===== config.mk =====
export PLATFORM = sky130hd
export DESIGN_NAME = validador_codigo
export DESIGN_NICKNAME = d
export VERILOG_FILES = /design/src/rtl/validador_codigo.sv
export SDC_FILE = /design/constraint.sdc
export NUM_CORES = 1
export LEC_CHECK = 0
export ABC_AREA = 1
export BUFFER_PORTS_ARGS = -buffer_cell sky130_fd_sc_hd__buf_4
export CAP_MARGIN = 20
export CORE_AREA = 3 3 46 79
export DETAILED_ROUTE_END_ITERATION = 10
export DIE_AREA = 0 0 49 82
export SLEW_MARGIN = 10
export SYNTH_ARGS = -nofsm -noshare
export SYNTH_HDL_FRONTEND = slang
export SYNTH_SLANG_ARGS = --single-unit

===== constraint.sdc =====
create_clock -name CLK -period 1.6 [get_ports CLK]
set_input_delay 0.24 -clock CLK [delete_from_list [all_inputs] [get_ports CLK]]
set_output_delay 0.24 -clock CLK [all_outputs]
set_load 0.02 [all_outputs]

===== src/rtl/validador_codigo.sv =====
// validador_codigo: access-code validator for the machine front panel.
// Tracks consecutive wrong submissions, locks the panel out for a fixed
// number of cycles after too many failures, and grants access on the
// correct code. All outputs are decoded from registered state only.
module validador_codigo #(
  parameter logic [6:0] CODIGO_CORRETO = 7'b0010001,
  parameter int         MAX_TENTATIVAS = 3,   // 1..3
  parameter int         T_BLOQUEIO     = 10   // 1..255
) (
  input  logic       CLK,
  input  logic       RST,
  input  logic       power,
  input  logic [6:0] codigo,
  input  logic       confirma,
  output logic       acesso,
  output logic       bloqueado,
  output logic [1:0] tentativas,
  output logic [1:0] estado_val
);

  typedef enum logic [1:0] {
    DESLIGADO = 2'b00,
    ESPERA    = 2'b01,
    ACESSO    = 2'b10,
    BLOQUEIO  = 2'b11
  } estado_t;

  localparam logic [1:0] MAX_T = 2'(MAX_TENTATIVAS);
  localparam logic [7:0] T_BLQ = 8'(T_BLOQUEIO);

  estado_t    est, est_nxt;
  logic [1:0] tent, tent_nxt, tent_inc;
  logic [7:0] tmr, tmr_nxt;
  logic       conf_prev;
  logic       submit;

  // A submit is only the 0->1 transition of the button level.
  assign submit = confirma & ~conf_prev;

  // State, attempt counter, lockout timer and button history registers.
  always_ff @(posedge CLK) begin
    if (RST) begin
      est       <= DESLIGADO;
      tent      <= 2'd0;
      tmr       <= 8'd0;
      conf_prev <= 1'b0;
    end else begin
      est       <= est_nxt;
      tent      <= tent_nxt;
      tmr       <= tmr_nxt;
      conf_prev <= confirma;  // every cycle, every state: held button never resubmits
    end
  end

  // Next-state logic; power loss outranks a simultaneous submit.
  always_comb begin
    est_nxt  = est;
    tent_nxt = tent;
    tmr_nxt  = tmr;
    tent_inc = (tent == 2'b11) ? tent : tent + 2'd1;  // saturating increment
    case (est)
      DESLIGADO: begin
        if (power) est_nxt = ESPERA;
      end
      ESPERA: begin
        if (!power) begin
          est_nxt = DESLIGADO;            // attempt count deliberately kept
        end else if (submit) begin
          if (codigo == CODIGO_CORRETO) begin
            est_nxt  = ACESSO;
            tent_nxt = 2'd0;
          end else begin
            tent_nxt = tent_inc;
            if (tent_inc >= MAX_T) begin
              est_nxt = BLOQUEIO;
              tmr_nxt = T_BLQ;
            end
          end
        end
      end
      ACESSO: begin
        if (!power) est_nxt = DESLIGADO;
      end
      BLOQUEIO: begin
        // Timer runs regardless of power; the state is held for T_BLQ cycles.
        if (tmr <= 8'd1) begin
          tmr_nxt  = 8'd0;
          tent_nxt = 2'd0;
          est_nxt  = power ? ESPERA : DESLIGADO;
        end else begin
          tmr_nxt = tmr - 8'd1;
        end
      end
      default: est_nxt = DESLIGADO;
    endcase
  end

  assign acesso     = (est == ACESSO);
  assign bloqueado  = (est == BLOQUEIO);
  assign tentativas = tent;
  assign estado_val = est;

endmodule


### Word-level counts from Yosys, hierarchy flattened

Cells that the tools add are included.

* add/sub/neg operators: 2
* $lt $le $gt $ge: 2
* equal/unequal tests: 14
* multiplexer cells: 21
* bitwise operators: 2
* reductions and logical operators: 5

Operators by type and width (number)
* $mux 8: 5
* $mux 2: 12
* $pmux 8 s2: 1
* $ne 2x2->1 const B: 6
* $reduce_and 5->1: 2
* $le 8x1->1 const B: 1
* $pmux 2 s4: 1
* $sub 8x1->8 const B: 1
* $eq 7x5->1 const B: 1
* $eq 2x2->1 const B: 3
* $ne 4x4->1 const B: 1
* $pmux 2 s2: 1
* $reduce_and 4->1: 1
* $ne 3x3->1 const B: 1
* $add 2x1->2 const B: 1
* $eq 2x1->1 const B: 1
* $ge 2x2->1 const B: 1
* $logic_not 2->1: 1
* $ne 2x1->1 const B: 1
* $reduce_bool 2->1: 1
* $and 1x1->1: 1
* $mux 1: 1
* $not 1->1: 1

* register bits after elaboration: 13
* bits of input ports: 11
* output and inout bits: 6

### Depth between registers and ports, before layout

Gate-level depths: netlist (run 1).

* depth in word-level cells: 8
* depth in mapped cells: 10
* gate-level depth less buffers: 9

### Worst setup path after synthesis (run 1)

OpenSTA, ideal clock, no wires.

* kind: flip-flop to flip-flop
* start point: reg tmr[0]
* end point: reg tmr[7]
* setup time: 70 ps
* data arrival time: 1275 ps
* data required time: 1530 ps
* slack: 255 ps
* stages on the path, launching flop included: 8
* clock period less this slack: 1345 ps
* path through: dfxtp_1 -> inv_1 -> ha_1 -> o21ai_2 -> nor2_1 -> nor2_2 -> nand3_1 -> a21oi_1

* cells in the longest elaborated chain, start to end: 3

Ends and longest elaborated chain
* start: declaration: RTL line 33 `logic [7:0] tmr, tmr_nxt;`
* start signal: assignment: RTL line 50 `tmr <= tmr_nxt;`
* $sub 8x1->8 or $le 8x1->1 (tied branches): RTL line 91, 86
* $mux 8 *: RTL line 86 `if (tmr <= 8'd1) begin`
* $pmux 8 s2 *: RTL line 61 `case (est)`

Mark *: on every way between the ends. The rest lies on a longest branch, timed or not.
A chain may end at the register's enable or synchronous reset.

### Worst setup path in the final report (run 1)

* start point: reg tmr[0]
* end point: reg tmr[0]

The elaborated chain is that of the path after synthesis.

==> results of run 1 <==
layer usage:
layer | GRT usage [%] | share of wire (%) | up-vias
li1 | - | - | 498
met1 | 11.2 | 37 | 396
met2 | 24.7 | 57 | 22
met3 | 1.45 | 3.5 | 5
met4 | 6.84 | 2.2 | 0
met5 | 0 | 0 | -
sequential cells by signal, summed over array words and instances, names as in the netlist:
signal / flops
tmr: 8
tentativas: 2
estado_val: 2
conf_prev: 1
per-stage QoR:
step	util (%)	cell area (µm²)	setup slack [ns]
final	35.8	1120	0.149
after global routing	35.8	1120	0.0170
after CTS	35.2	1100	0.0278
after detailed placement	33.7	1060	0.0556
after floorplan	-	890	0.255
after global placement	33.7	1060	0.142
critical path: stages (launching register included):
cell     delay (ns)
dfxtp_2        0.35
inv_1          0.06
ha_2           0.23
o21ai_4        0.18
nor2_1         0.09
nor2_2         0.20
buf_4          0.14
nor2_1         0.03
nor2_1         0.10
cells in the mapped netlist, drive strengths merged:
cell type and number:
ha 2, inv 24, nand2 40, xor2 1, a21oi 9, o21bai 1, nor2 28, dfxtp 13
buf 1, o21ai 7, nand4 1, nand3 18, o211ai 1
path summary, 6_finish.rpt:
path / from / to / slack, ns
worst min-delay path: RST / tmr[6] / 0.21
worst min register to register: tentativas[1] / tentativas[1] / 0.51
worst max-delay path: tmr[0] / tmr[0] / 0.15
worst max register to register: tmr[0] / tmr[0] / 0.15
timing repair:
item / in CTS / in global routing
resized for setup: 0 / 3
setup buffers: 0 / 1
endpoints found under the setup margin: 0 / 6
power breakdown:
| group | switching [mW] | internal, mW | leakage (nW) |
|---|---|---|---|
| combinational | 0.472 | 0.298 | 0.416 |
| sequential | 0.0716 | 0.380 | 0.106 |
| clock | 0.126 | 0.176 | 0.0228 |
| total | 0.669 | 0.855 | 0.545 |
cell type report:
type | instances | area share (%)
Clock buffer | 4 | 4.01
Inverter | 24 | 8.02
Multi-Input combinational cell | 108 | 47.9
Sequential cell | 13 | 23.3
Tap cell | 43 | 4.79
Timing Repair Buffer | 18 | 12.0
kinds of logic (layout without fill, tap and decap cells):
family	count (synthesis)	count (layout)	share of synthesized area (%)
AO/OA/AOI/OAI	18	18	12.4
XOR/XNOR	1	1	0.985
adder cells (fa/ha/maj)	2	2	2.81
buffers and inverters	25	46	11.4
flip-flops	13	13	29.3
AND/OR/NAND/NOR	87	87	43.2
==> results.py, run 1 <==
metrics = {
    "status": {
        "status": "completed",
    },
    "floorplanning": {
        "die_h_um": 82,
        "start_util_pct": 28.3,
        "coreArea_um2": 3140,
        "die_area_um2": 4020,
        "fp.dieW_um": 49,
        "rows": 27,
        "ios": 17,
    },
    "final_layout": {
        "layout_commonest_cell": "nand2_1",
        "seqCellArea_um2": 262,
        "fin_cells": 210,
        "area_growth_pct": 26.3,
        "final_nets": 181,
        "antenna_cells": 0,
        "nFillCells": 359,
        "final_cell_mix": "nand2_1 (37), nor2_1 (24), inv_1 (21)",
        "drive_gt1_share_pct": 21.6,
        "multiInputGateArea_um2": 538,
    },
    "timing": {
        "rsz0062_at_grt": "no",
        "setup_violations": 0,
        "worst_pin_slew_ns": 0.268,
        "clock_skew_ns": 0.00138,
        "whs_ns": 0.212,
        "hold_viol_final": 0,
        "fin_crit_ns": 1.45,
        "max_freq_mhz": 689,
        "fin_crit_sh_pct": 90.7,
        "slew_headroom_pct": 82.1,
        "finalMaxSlewViolations": 0,
        "setup-tns-final_ns": 0,
    },
    "job": {
        "cap_violations": 0,
    },
    "cts": {
        "numCtsBuffers": 3,
        "cts-root-buf": "clkbuf_8",
        "cts_tree": "yes",
        "clock_latency_ns": 0.25,
        "htreeDepth": 1,
        "clock_sinks": 13,
        "clockBufferDepth": 2,
        "path_clk_slew_ns": 0.06,
        "cts_hold_buf": 0,
    },
    "placement": {
        "numPlacedInstances": 205,
        "gp_congestion": 0.747,
        "hpwl_um": 1720,
        "io_buffers": 16,
    },
    "yosys": {
        "ys_ff_latch": 13,
        "synth_cells": 146,
        "synth_area_leaders": "dfxtp_1 (29%), nand2_1 (16%), nor2_1 (10%), nand3_1 (9.6%), inv_1 (8.9%)",
        "synth_area_leader_cell": "dfxtp_1",
        "synth_fp_nets": 159,
        "yosysUniqueCellTypes": 22,
        "synth.top_cell.area_share_pct": 29.3,
        "syn_area_um2": 890,
        "yosysWarnings": 0,
        "yosysSeqAreaShare_pct": 29.3,
        "syn_area_per_cell_um2": 6.09,
    },
    "route": {
        "drt_iter0_drc": 14,
        "ant_nets": 0,
        "drc": 0,
        "vias_per_cell": 4.39,
        "vias": 921,
        "routedWlPerCell_um": 10.3,
        "wl_um": 2160,
        "drt_pre_antenna_iters": 5,
    },
    "pwr": {
        "p_leak_nw": 0.545,
        "ir_drop_mv": 0.376,
        "total_power_mw": 1.52,
        "p_per_area_nw_per_um2": 1360,
    },
    "setup_path": {
        "critPathLaunchType": "register",
        "crit_type": "reg2reg",
        "worst-path-max-fanout": 5,
        "end_kind": "register",
        "worst_ep_arrival_time_ns": 1.63,
        "rr_worst_depth": 8,
        "worst_ep_required_time_ns": 1.78,
    },
    "global_route": {
        "grt_pass1_vias": 904,
        "grt_max_degree": 8,
        "gr-total-overflow": 0,
        "antenna_found_initial": 0,
        "grt_pass1_wl_um": 3770,
        "grtUsageTotal_pct": 12.0,
    },
    "min_path": {
        "hp-class": "in2reg",
        "holdPathStages": 2,
    },
}
No activity file was read; power rests on OpenSTA's default activity.
==> run 2: changes to the inputs <==
--- a/config.mk
+++ b/config.mk
@@ -11,6 +11,7 @@
 export CORE_AREA = 3 3 46 79
 export DETAILED_ROUTE_END_ITERATION = 10
 export DIE_AREA = 0 0 49 82
+export REMOVE_ABC_BUFFERS = 1
 export SLEW_MARGIN = 10
 export SYNTH_ARGS = -nofsm -noshare
 export SYNTH_HDL_FRONTEND = slang
==> results.py, run 2 (synthesis results as in run 1) <==
metrics = {
    "status": {
        "status": "completed",
    },
    "pwr": {
        "p_comb_share_pct": 50.0,
        "pwr-share-clk_pct": 19.6,
        "p_per_area_nw_per_um2": 1370,
        "ir_drop_mv": 0.925,
        "p_sw_mw": 0.666,
        "internal_power_mw": 0.845,
        "p_leak_nw": 0.540,
        "switching_share_pct": 44.1,
        "p_seq_share_pct": 30.3,
    },
    "cts": {
        "cts-root-buf": "clkbuf_8",
        "clock_latency_ns": 0.25,
        "path_clk_slew_ns": 0.05,
        "clockBufferDepth": 2,
        "cts_hold_buf": 0,
        "htreeDepth": 1,
        "numCtsBuffers": 3,
        "clock_sinks": 13,
        "cts_tree": "yes",
    },
    "route": {
        "drt_iter0_drc": 12,
        "drt_pre_antenna_iters": 4,
        "drc": 0,
        "wl_um": 2130,
        "vias_per_cell": 4.50,
        "routedWlPerCell_um": 10.2,
        "vias": 941,
        "ant_nets": 0,
    },
    "global_route": {
        "busiest_layer": "met2",
        "grt_pass1_wl_um": 3690,
        "antenna_found_initial": 0,
        "grtUsageTotal_pct": 12.0,
        "grt_pass1_vias": 907,
        "grt.met1_usage_pct": 9.89,
        "use_met3_pct": 2.90,
        "use_met2_pct": 25.5,
        "gr-total-overflow": 0,
        "grt_max_degree": 10,
    },
    "setup_path": {
        "worst_ep_arrival_time_ns": 1.21,
        "critPathLaunchType": "register",
        "worst_ep_required_time_ns": 1.36,
        "worst-path-max-fanout": 9,
        "end_kind": "primary output",
        "crit_type": "reg2out",
    },
    "timing": {
        "setup_violations": 0,
        "fin_crit_ns": 1.45,
        "max_freq_mhz": 690,
        "worst_pin_slew_ns": 0.314,
        "finalMaxSlewViolations": 0,
        "whs_ns": 0.218,
        "clock_skew_ns": 0.00135,
        "hold_viol_final": 0,
        "fin_crit_sh_pct": 90.5,
        "slew_headroom_pct": 79.0,
        "setup-tns-final_ns": 0,
        "rsz0062_at_grt": "no",
    },
    "final_layout": {
        "nFillCells": 341,
        "largest_reg_flops": 8,
        "multiInputGateArea_um2": 528,
        "fin_util_pct": 35.2,
        "area_growth_pct": 24.3,
        "final_nets": 180,
        "fin_cells": 209,
        "layout_commonest_cell": "nand2_1",
        "drive_gt1_share_pct": 20.5,
        "final_cell_mix": "nand2_1 (37), nor2_1 (24), inv_1 (21)",
        "max_flop_register": "tmr",
        "antenna_cells": 0,
        "fin_area_um2": 1110,
        "seqCellArea_um2": 262,
    },
    "placement": {
        "hpwl_um": 1760,
        "gp_congestion": 0.778,
        "numPlacedInstances": 204,
        "io_buffers": 16,
        "place_area_um2": 1050,
    },
    "floorplanning": {
        "ios": 17,
        "coreArea_um2": 3140,
        "start_util_pct": 28.3,
        "die_area_um2": 4020,
        "fp.dieW_um": 49,
        "rows": 27,
        "die_h_um": 82,
    },
    "job": {
        "cap_violations": 0,
    },
    "min_path": {
        "hp-class": "in2reg",
    },
}
==> run 2: layout make-up <==
cell class                      count  area share, %
Inverter                           24           8.14
Timing Repair Buffer               17           11.5
Multi-Input combinational cell    108           47.7
Clock buffer                        4           4.07
Tap cell                           43           4.86
Sequential cell                    13           23.6
==> run 2: final timing paths <==
kind	start	to	slack, ns	cells past startpoint
setup / recovery	estado_val[0]	bloqueado	0.15	3
hold / removal	confirma	conf_prev	0.22	3
setup reg to reg	tmr[1]	tentativas[0]	0.17	8
hold reg to reg	tmr[4]	tmr[4]	0.50	2
==> run 2: power by group through the flow <==
stage	clock [mW]	sequential [mW]	combinational, mW
5_1_grt	0.328	0.466	0.875
3_3_place_gp	0	0.465	0.754
2_1_floorplan	0	0.484	0.521
6_report	0.297	0.458	0.756
3_5_place_dp	0	0.465	0.743
4_1_cts	0.299	0.458	0.752
==> run 2: routing by layer <==
| metal | up-vias | routed length, µm |
|---|---|---|
| li1 | 502 | - |
| met1 | 421 | 740 |
| met2 | 14 | 1290 |
| met3 | 4 | 62 |
| met4 | 0 | 35 |
| met5 | - | 0 |
==> run 2: through the flow <==
step | total power, mW | setup slack (ns)
after floorplan | 1.01 | 0.255
after global placement | 1.22 | 0.147
after detailed placement | 1.21 | 0.108
after CTS | 1.51 | 0.0724
after global routing | 1.67 | 0.0247
final | 1.51 | 0.151
==> run 2: worst max-delay path, stage by stage (launching register included) <==
cell and delay [ns]:
dfxtp_1 0.50, nand2_2 0.14, inv_2 0.15, buf_4 0.16
==> run 2: what timing repair did <==
action | in CTS | in global routing
setup buffers | 0 | 1
endpoints found under the setup margin | 0 | 6
endpoints found under the hold margin | 0 | 0
resized for setup | 0 | 1
==> run 3: changes to the inputs <==
--- a/config.mk
+++ b/config.mk
@@ -16,3 +16,4 @@
 export SYNTH_ARGS = -nofsm -noshare
 export SYNTH_HDL_FRONTEND = slang
 export SYNTH_SLANG_ARGS = --single-unit
+export TNS_END_PERCENT = 5
==> constraint.sdc (replaced) <==
create_clock -name CLK -period 1.3 [get_ports CLK]
set_input_delay 0.195 -clock CLK [delete_from_list [all_inputs] [get_ports CLK]]
set_output_delay 0.195 -clock CLK [all_outputs]
set_load 0.02 [all_outputs]
==> results.py, run 3 (synthesis results as in run 1) <==
metrics = {
    "setup_path": {
        "crit_chain": "inv_4 > ha_4 > o21ai_4 > buf_6 > o21ai_4 > nand3_2 > nor2_1 > nor2_1",
        "max_stage_delay_ns": 0.36,
        "worst_ep_arrival_time_ns": 1.43,
        "worst_ep_required_time_ns": 1.45,
        "rr_worst_depth": 8,
        "cp-endpoint": "estado_val[0]",
        "worst_r2r_endpoint": "estado_val[0]",
        "crit_type": "reg2reg",
        "reg2reg_setup_slack_ns": 0.02,
        "r2r_start": "tmr[0]",
        "cp-startpoint": "tmr[0]",
        "critPathLaunchType": "register",
        "end_kind": "register",
        "critPathSlowestCell": "dfxtp_4",
        "worst-path-max-fanout": 5,
    },
    "global_route": {
        "antenna_found_initial": 0,
        "grt_pass1_vias": 964,
        "grt_max_degree": 8,
        "grtUsageTotal_pct": 13.3,
        "busiest_layer": "met2",
        "use_met3_pct": 1.27,
        "gr-total-overflow": 0,
        "grt_pass1_wl_um": 3980,
        "grt.met1_usage_pct": 11.5,
        "use_met2_pct": 27.1,
    },
    "cts": {
        "cts_tree": "yes",
        "post_cts_buffers": 0,
        "numCtsBuffers": 3,
        "cts_hold_buf": 0,
        "htreeDepth": 1,
        "path_clk_slew_ns": 0.06,
        "cts-root-buf": "clkbuf_8",
        "clock_latency_ns": 0.25,
        "clock_sinks": 13,
        "clockBufferDepth": 2,
    },
    "placement": {
        "gp_congestion": 0.773,
        "dp_slack_ns": -0.0409,
        "io_buffers": 16,
        "hpwl_um": 1890,
    },
    "timing": {
        "fin_crit_sh_pct": 98.8,
        "fin_crit_ns": 1.28,
        "worst_slack_ns": 0.0159,
        "max_freq_mhz": 779,
        "clock_skew_ns": 0.000817,
        "rsz0062_at_grt": "yes",
        "worst_pin_slew_ns": 0.241,
        "hold_viol_final": 0,
        "slew_headroom_pct": 83.9,
        "setup_violations": 0,
        "finalMaxSlewViolations": 0,
    },
    "route": {
        "routedWlPerCell_um": 11.0,
        "drc": 0,
        "drt_iter0_drc": 14,
        "wl_um": 2390,
        "vias": 950,
        "vias_per_cell": 4.40,
        "drt_pre_antenna_iters": 3,
        "ant_nets": 0,
    },
    "pwr": {
        "switching_share_pct": 44.5,
        "p_leak_nw": 0.585,
        "p_per_area_nw_per_um2": 1690,
        "pwr-share-clk_pct": 18.3,
        "p_comb_share_pct": 54.3,
        "p_seq_share_pct": 27.4,
        "total_power_mw": 2.10,
        "p_sw_mw": 0.934,
        "ir_drop_mv": 0.866,
        "internal_power_mw": 1.17,
    },
    "final_layout": {
        "largest_reg_flops": 8,
        "layout_commonest_cell": "nand2_1",
        "area_growth_pct": 39.8,
        "final_cell_mix": "nand2_1 (35), buf_4 (23), nor2_1 (20)",
        "nFillCells": 331,
        "drive_gt1_share_pct": 32.4,
        "max_flop_register": "tmr",
        "final_nets": 187,
        "antenna_cells": 0,
    },
    "floorplanning": {
        "ios": 17,
        "start_util_pct": 28.3,
        "coreArea_um2": 3140,
        "rows": 27,
        "die_h_um": 82,
        "die_area_um2": 4020,
        "fp.dieW_um": 49,
    },
    "job": {
        "cap_violations": 0,
    },
    "status": {
        "status": "completed",
    },
    "min_path": {
        "holdPathStages": 2,
        "hp-class": "in2reg",
    },
}
[run 3: changes by cell type in the layout (fill, tap and decap cells not counted), moves of 3 or more]
cell | previous run | this run
o21ai_0 | 4 | 0
dfxtp_1 | 12 | 9
buf_4 | 17 | 23
inv_4 | 0 | 3
o21ai_1 | 1 | 4
nor2_1 | 24 | 20
[run 3: cell type report]
cell class	instances	area [µm²]	area share, %
clock buffers	4	45.0	3.62
inverters	24	97.6	7.85
multi-input cells	108	593	47.7
flip-flops and latches	13	270	21.7
well taps	43	53.8	4.33
repair buffers	24	184	14.8
[run 3: critical path, delay by kind of cell, from the launching register on]
family          cells  cell delay (ns)
flops               1             0.36
simple gates        3             0.24
buf+inv             2             0.18
fa+ha+maj           1             0.14
compound gates      2             0.24
[run 3: repair_timing]
item	in CTS	in global routing
gates resized for setup	8	23
gates cloned	0	0
pin swaps	6	11
setup endpoints to repair	11	13
[run 3: per-layer routing]
| layer | share of wire [%] | wire length [µm] |
|---|---|---|
| met4 | 3.9 | 93 |
| met5 | 0 | 0 |
| met3 | 2.3 | 54 |
| met2 | 58 | 1380 |
| met1 | 36 | 862 |
[run 3: power by group through the flow]
stage | registers (mW) | logic (mW) | clock network [mW]
after floorplan | 0.596 | 0.642 | 0
after global placement | 0.561 | 0.999 | 0
after detailed placement | 0.561 | 1.00 | 0
after CTS | 0.561 | 1.02 | 0.383
after global routing | 0.584 | 1.29 | 0.394
final | 0.575 | 1.14 | 0.385
[run 3: worst min path at each step]
stage | start | endpoint | slack (ns)
5_1_grt | RST | conf_prev | 0.18
4_1_cts | RST | tmr[4] | 0.17
3_3_place_gp | confirma | conf_prev | 0.42
2_1_floorplan | RST | tmr[2] | 0.26
3_5_place_dp | RST | tmr[5] | 0.43
6_report | RST | tmr[5] | 0.17
[run 3: metrics by stage]
| step | area [µm²] | hold slack (ns) | util, % | cells | setup TNS [ns] |
|---|---|---|---|---|---|
| after floorplan | 878 | 0.264 | - | 145 | -0.126 |
| after detailed placement | 1110 | 0.434 | 35.4 | 212 | -0.168 |
| final | 1240 | 0.165 | 39.6 | 216 | 0 |
| after CTS | 1180 | 0.168 | 37.7 | 216 | -0.0714 |
| after global placement | 1110 | 0.421 | 35.4 | 212 | -0.0540 |
| after global routing | 1240 | 0.176 | 39.6 | 216 | -0.397 |
